## src/rtl/gray_wptr_ctrl.sv

```systemverilog
// Write-side pointer controller for a dual-clock FIFO: binary/Gray write pointer,
// read-pointer synchroniser, full flag, fill level and sticky overflow flag.

module bin2gray #(
    parameter int WIDTH = 4
) (
    input  logic [WIDTH-1:0] bin,
    output logic [WIDTH-1:0] gray
);
    assign gray = bin ^ (bin >> 1);
endmodule

module gray_wptr_ctrl #(
    parameter int ADDR_WIDTH  = 3,
    parameter int SYNC_STAGES = 2
) (
    input  logic                  clk,
    input  logic                  rst,
    input  logic                  wr_en,
    input  logic [ADDR_WIDTH:0]   rptr_gray_async,
    input  logic                  ovf_clr,
    output logic                  wr_accept,
    output logic [ADDR_WIDTH-1:0] waddr,
    output logic [ADDR_WIDTH:0]   wptr_gray,
    output logic                  full,
    output logic [ADDR_WIDTH:0]   fill,
    output logic                  ovf
);
    localparam int W = ADDR_WIDTH + 1;

    logic [W-1:0] wbin;
    logic [W-1:0] wbin_next;
    logic [W-1:0] wgray_next;
    logic [W-1:0] sync_q [SYNC_STAGES];
    logic [W-1:0] rq_sync;
    logic [W-1:0] rbin_sync;
    logic [W-1:0] full_target;
    logic         acc;

    assign wr_accept = wr_en & ~full;
    assign waddr     = wbin[ADDR_WIDTH-1:0];
    assign wbin_next = wbin + W'(wr_accept);

    bin2gray #(.WIDTH(W)) u_bin2gray (
        .bin  (wbin_next),
        .gray (wgray_next)
    );

    // Plain flop chain: nothing may sit between the synchroniser stages.
    always_ff @(posedge clk) begin
        if (rst) begin
            for (int i = 0; i < SYNC_STAGES; i++) begin
                sync_q[i] <= '0;
            end
        end else begin
            sync_q[0] <= rptr_gray_async;
            for (int i = 1; i < SYNC_STAGES; i++) begin
                sync_q[i] <= sync_q[i-1];
            end
        end
    end

    assign rq_sync = sync_q[SYNC_STAGES-1];

    always_comb begin
        rbin_sync = '0;
        acc       = 1'b0;
        for (int i = 0; i < W; i++) begin
            acc = 1'b0;
            for (int j = i; j < W; j++) begin
                acc = acc ^ rq_sync[j];
            end
            rbin_sync[i] = acc;
        end
    end

    // Full when the write pointer is one lap ahead of the synchronised read pointer.
    assign full_target = {~rq_sync[W-1:W-2], rq_sync[W-3:0]};

    always_ff @(posedge clk) begin
        if (rst) begin
            wbin      <= '0;
            wptr_gray <= '0;
            full      <= 1'b0;
            fill      <= '0;
        end else begin
            wbin      <= wbin_next;
            wptr_gray <= wgray_next;
            full      <= (wgray_next == full_target);
            fill      <= wbin_next - rbin_sync;
        end
    end

    always_ff @(posedge clk) begin
        if (rst) begin
            ovf <= 1'b0;
        end else if (wr_en && full) begin
            ovf <= 1'b1;
        end else if (ovf_clr) begin
            ovf <= 1'b0;
        end
    end
endmodule

```

## config.mk

```make
export PLATFORM = sky130hd
export DESIGN_NAME = gray_wptr_ctrl
export DESIGN_NICKNAME = d
export VERILOG_FILES = /design/src/rtl/gray_wptr_ctrl.sv
export SDC_FILE = /design/constraint.sdc
export NUM_CORES = 1
export LEC_CHECK = 0
export ABC_AREA = 1
export CORE_MARGIN = 8
export CORE_UTILIZATION = 55
export CTS_BUF_LIST = sky130_fd_sc_hd__clkbuf_4 sky130_fd_sc_hd__clkbuf_8
export CTS_CLUSTER_SIZE = 40
export DETAILED_ROUTE_END_ITERATION = 10
export MAX_ROUTING_LAYER = met4
export PLACE_DENSITY = 0.83
export SYNTH_ARGS = -nofsm -noshare
export SYNTH_HDL_FRONTEND = slang
export SYNTH_SLANG_ARGS = --single-unit
```

## constraint.sdc

```tcl
create_clock -name clk -period 5.7 [get_ports clk]
set_input_delay 0.57 -clock clk [delete_from_list [all_inputs] [get_ports clk]]
set_output_delay 0.57 -clock clk [all_outputs]
set_load 0.02 [all_outputs]
```

# Yosys cells after proc, flatten, opt, wreduce, memory -nomap -nowiden

Memories as Yosys holds them, arrays and structs flattened.
Index checks and enable logic that the tools add are counted.

Eq/ne operators: 1
Reduce and logical (&&, ||, !) cells: 2
Mux-type cells: 7
Add/sub/neg operators: 2
Bitwise gates (word level): 12

Operators by type and width:

| kind                       | number |
|---|---|
| two-way mux 4 bit          | 2 |
| bitwise XOR 1 bit          | 6 |
| two-way mux 1 bit          | 5 |
| adder 4 x 1 -> 4 bit       | 1 |
| equality test 4 bit        | 1 |
| subtractor 4 bit           | 1 |
| bitwise XOR 4 x 3 -> 4 bit | 1 |
| NOT 2 bit                  | 1 |
| bitwise OR 1 bit           | 2 |
| nonzero test 2 bit         | 1 |
| AND 1 bit                  | 1 |
| logical AND 1 bit          | 1 |
| NOT 1 bit                  | 1 |

Memories: 1
Output and inout bits: 14
Word-level logic and storage cells: 30
RAM bits: 8
Register bits after elaboration: 14
Bits of input ports: 8

Memory list:

| memory | depth | bits a word | rd ports | clocked after Yosys merged registers in | write ports | line | source |
|---|---|---|---|---|---|---|---|
| sync_q | 2     | 4           | 2        | 0                                       | 2           | 34   | `logic [W-1:0] sync_q [SYNC_STAGES];` |

# Logic depth before layout (Yosys ltp)

Word-level depth: 5
Gate-level depth with buffers: 14
Depth with buffers taken out: 14

# Modules after synthesis

A second synthesis with hierarchy kept.

Cell total of the unflattened synthesis: 125
Area, all modules: 964.7 µm²

Modules (own cells, without submodules):

| module         | sequential area each (µm²) | area each (µm²) | cells an instance | times used |
|---|---|---|---|---|
| gray_wptr_ctrl | 440.4                      | 908.4           | 111               | 1 |
| bin2gray       | 0.0                        | 56.3            | 14                | 1 |

# Worst setup path after synthesis

No wires, ideal clock.

Path type: in2reg
Start point: in wr_en
End point: reg fill[3]
Path buffers: 0
Arrival: 2.186 ns
Path slack: 3.402 ns
Library setup time: 0.113 ns
Data required time: 5.587 ns
Cell stages on the path: 11
Path through: inv_1 nor2_1 ha_1 ha_1 ha_1 a21oi_1 nand2_1 nand2_1 nand2_1 nand2_1 nor2_1

Longest elaborated chain between the ends: 3

RTL lines:

| item                  | line | source |
|---|---|---|
| start, declared       | 19   | `input logic wr_en,` |
| AND 1 bit             | 40   | `assign wr_accept = wr_en & ~full;` |
| net wr_accept         | 22   | `output logic wr_accept,` |
| adder 4 x 1 -> 4 bit  | 42   | `assign wbin_next = wbin + W'(wr_accept);` |
| net u_bin2gray.bin[1] | 7    | `input logic [WIDTH-1:0] bin,` |
| subtractor 4 bit      | 90   | `fill <= wbin_next - rbin_sync;` |
| end signal, assigned  | 90   |  |
| end, declared         | 26   | `output logic [ADDR_WIDTH:0] fill,` |

The timed path passes the listed nets, and every way through them passes these cells.
A chain may end at the register's enable or synchronous reset.

# Final worst setup path

Start point: in wr_en
End point: out wr_accept

Longest elaborated chain between the ends: 1

RTL lines:

| item          | line |
|---|---|
| AND 1 bit     | 40 |
| end, declared | 22 |

Every way passes these cells.

==> run summary <==
Critical path
• reg-to-reg critical path endpoint: fill[1]$_SDFF_PP0_
• most numerous cell on the critical path: sky130_fd_sc_hd__clkdlybuf4s50_1
• nature of the critical path endpoint: output port
• startpoint class of the critical path: primary input
• data required time at the worst endpoint: 5.13 ns
• number of buffers and inverters on the critical path: 3
• number of cells on the worst reg-to-reg path: 11
• Worst path max stage delay: 0.64 ns
• startpoint-to-endpoint class of the critical path: primary input to output port
• Crit path max-delay family: buffers and inverters
• WP data arrival: 1.85 ns
• CP startpoint: wr_en
• FF-to-FF Start: sync_q[0][7]$_SDFF_PP0_
• worst reg-to-reg setup slack: 3.64 ns
• crit path cell chain: clkdlybuf4s50_1 -> inv_1 -> nor2_1 -> clkdlybuf4s50_1
• Worst Path Max Fanout: 2
• Slowest cell on crit path: sky130_fd_sc_hd__clkdlybuf4s50_1

Layout
• Filler cells: 126
• Total Nets Final: 170
• layout overhead on the synthesized area: 25.9%
• area of combinational cells with multiple inputs: 444 sq um
• top library cells by usage in the layout, fill and taps aside: 32 x sky130_fd_sc_hd__nand2_1, 24 x sky130_fd_sc_hd__inv_1, 21 x sky130_fd_sc_hd__dfxtp_1, 21 x sky130_fd_sc_hd__clkdlybuf4s50_1, 20 x sky130_fd_sc_hd__nor2_1
• Layout Utilization: 72.0%
• area taken by flip-flops and latches: 420 sq um
• most common cell after layout, fill and taps aside: sky130_fd_sc_hd__nand2_1
• diodes inserted: 0
• final instance area: 1220 sq um
• layout cell share with drive strength beyond 1: 7.05%

Timing
• Final setup viols: 0
• post-route worst hold slack: 0.408 ns
• transition time of the tightest slew-check pin: 0.656 ns
• period utilization: 42.4%
• PnR worst setup slack: 3.28 ns
• number of hold violations in the final report: 0
• highest attainable clock frequency: 413 MHz
• setup repair after global routing missed its margin: false
• count of pins over their slew limit: 0
• worst max-slew margin expressed relative to the limit: 56.1%
• total negative setup slack: 0 ns
• Final Critical Period: 2.42 ns
• clock skew after layout: 0.00928 ns

Power and ir drop
• power density over cell area: 264 nW/um^2
• P_leak: 0.000578 uW
• internal power: 227 uW
• net switching power: 94.0 uW
• Logic pwr share: 26.0%
• IR Drop Worst-Case VDD: 0.000215 V
• Sw Ratio: 29.2%
• share of power burned in registers: 50.7%
• clock network fraction of design power: 23.3%

Run
• Max Cap Violations: 0

Min path
• path class of the lowest-slack min-delay path: flip-flop to flip-flop
• terminating pin of the worst hold path: sync_q[0][4]$_SDFF_PP0_
• Min-Delay Startpoint: sync_q[0][0]$_SDFF_PP0_
• worst hold stages: 2

Floorplan
• die width: 57.9 um
• count of pins on the block boundary: 22
• area of the die: 3350 sq um
• row count: 15
• Starting Density: 57.2%
• DIE HEIGHT: 57.9 um
• core region area: 1690 sq um

Detailed routing
• residual antenna-violating net count after detailed routing: 0
• first-pass iteration count of the detailed router: 4
• vias post-DR: 870
• total wirelength of the detailed-routed design: 1.97 mm
• residual DRC count: 0
• violation count after the first detailed-route iteration: 20
• routed wirelength normalized by instance count: 11.4 um
• number of vias per cell after detailed routing: 5.03

Global routing
• grt ovf: 0
• pin count of the biggest net entering global routing: 20
• first-pass GRT wire length: 3.35 mm
• via count of the first global-routing pass: 848
• GRT Total Usage: 12.9%
• initial antenna violation count: 0

Place
• pre-CTS worst setup slack: 3.02 ns
• routability congestion estimate from global placement: 0.849
• number of input and output port buffers inserted: 21
• half-perimeter wire length after detailed placement: 1.61 mm
• placed cell area: 1190 sq um

Clock tree
• cts bufs inserted: 3
• TritonCTS clock tree: done
• Worst-Skew Late Latency: 0.30 ns
• post-cts repair resize count: 0
• master cell of the clock root buffer: sky130_fd_sc_hd__clkbuf_4
• buffer depth of the longest clock path: 2
• setup bufs post-CTS: 0
• clock sinks: 21
• Post-CTS Hold Buffers: 0
• clock-pin slew reported for the worst setup and hold paths after clock tree synthesis: 0.11 ns
• number of levels in the clock H-tree: 1

Synthesis
• post-synthesis cell count: 133
• sequential element share of the synthesized area: 43.5%
• Top FF cell, synth: sky130_fd_sc_hd__dfxtp_1
• count of flip-flops with a built-in enable after synthesis: 0
• post-synthesis area per instance: 7.26 sq um
• post-synthesis cell area: 966 sq um
• nets in the synthesized netlist: 146
• number of warnings issued by yosys: 0
• unique cell type count in the Yosys netlist: 16
• synthesized flop and latch total: 21
• Async S/R FF share, synth: 0%

Outcome
• outcome: finished, final reports clean

## power groups by stage
stage | sequential (uW) | clock, uW | combinational, uW
5_1_grt | 164 | 82.9 | 93.2
2_1_floorplan | 177 | 0 | 40.9
4_1_cts | 163 | 76.1 | 84.6
6_report | 163 | 74.9 | 83.4
3_3_place_gp | 166 | 0 | 81.5
3_5_place_dp | 166 | 0 | 83.7
## tightest hold or removal path: cells and delay by family, from the launching register on
family        cells  cell delay [ns]
flops             1             0.32
simple gates      1             0.03
buf+inv           1             0.04
## how the worst max path moves through the flow
stage	end	slack (ns)	cells past startpoint
3_5_place_dp	fill[3]$_SDFF_PP0_	3.02	12
4_1_cts	wr_accept	3.27	4
3_3_place_gp	fill[3]$_SDFF_PP0_	3.12	12
6_report	wr_accept	3.28	4
2_1_floorplan	fill[3]$_SDFF_PP0_	3.40	11
5_1_grt	fill[3]$_SDFF_PP0_	3.21	12
## metal layers
metal | share of wire (%) | GRT usage, % | up-vias
met5 | 0 | - | -
met1 | 41 | 12.4 | 388
met2 | 51 | 23.2 | 29
li1 | - | - | 449
met3 | 6.0 | 3.31 | 4
met4 | 1.6 | 6.99 | 0
## cell usage after synthesis, types with 2 or more instances
| library cell | n | area (sq um) |
|---|---|---|
| sky130_fd_sc_hd__nand2_2 | 4 | 25.0 |
| sky130_fd_sc_hd__a21oi_1 | 6 | 30.0 |
| sky130_fd_sc_hd__nor2_1 | 20 | 75.1 |
| sky130_fd_sc_hd__ha_1 | 4 | 50.1 |
| sky130_fd_sc_hd__inv_1 | 24 | 90.1 |
| sky130_fd_sc_hd__nand3_1 | 13 | 65.1 |
| sky130_fd_sc_hd__nand4_1 | 2 | 12.5 |
| sky130_fd_sc_hd__nand2_1 | 32 | 120 |
| sky130_fd_sc_hd__dfxtp_1 | 21 | 420 |
## state kept, by name, indices dropped and copies added, names as in the netlist
register,cells
fill,4
wbin,3
ovf,1
wptr_gray,4
sync_q,8
full,1
## layout make-up
class	instances	area share [%]
repair buffers	21	17.3
inverters	24	7.41
well taps	17	1.75
clock buffers	4	2.47
flip-flops and latches	21	34.6
multi-input cells	86	36.5
## stage by stage
| step | std cells | power [uW] |
|---|---|---|
| finish | 173 | 321 |
| global route | 173 | 340 |
| CTS | 173 | 324 |
| detailed placement | 169 | 250 |
| global placement | 169 | 248 |
| floorplan | 133 | 218 |
## kinds of logic (layout without fill, tap and decap cells)
family / after synthesis / in the layout / synth area share (%)
compound gates: 6 / 6 / 3.11
xor+xnor: 2 / 2 / 2.59
buf+inv: 26 / 49 / 10.5
fa+ha+maj: 5 / 5 / 7.25
flops: 21 / 21 / 43.5
simple gates: 73 / 73 / 33.0
(Power assumes the default switching activity.)
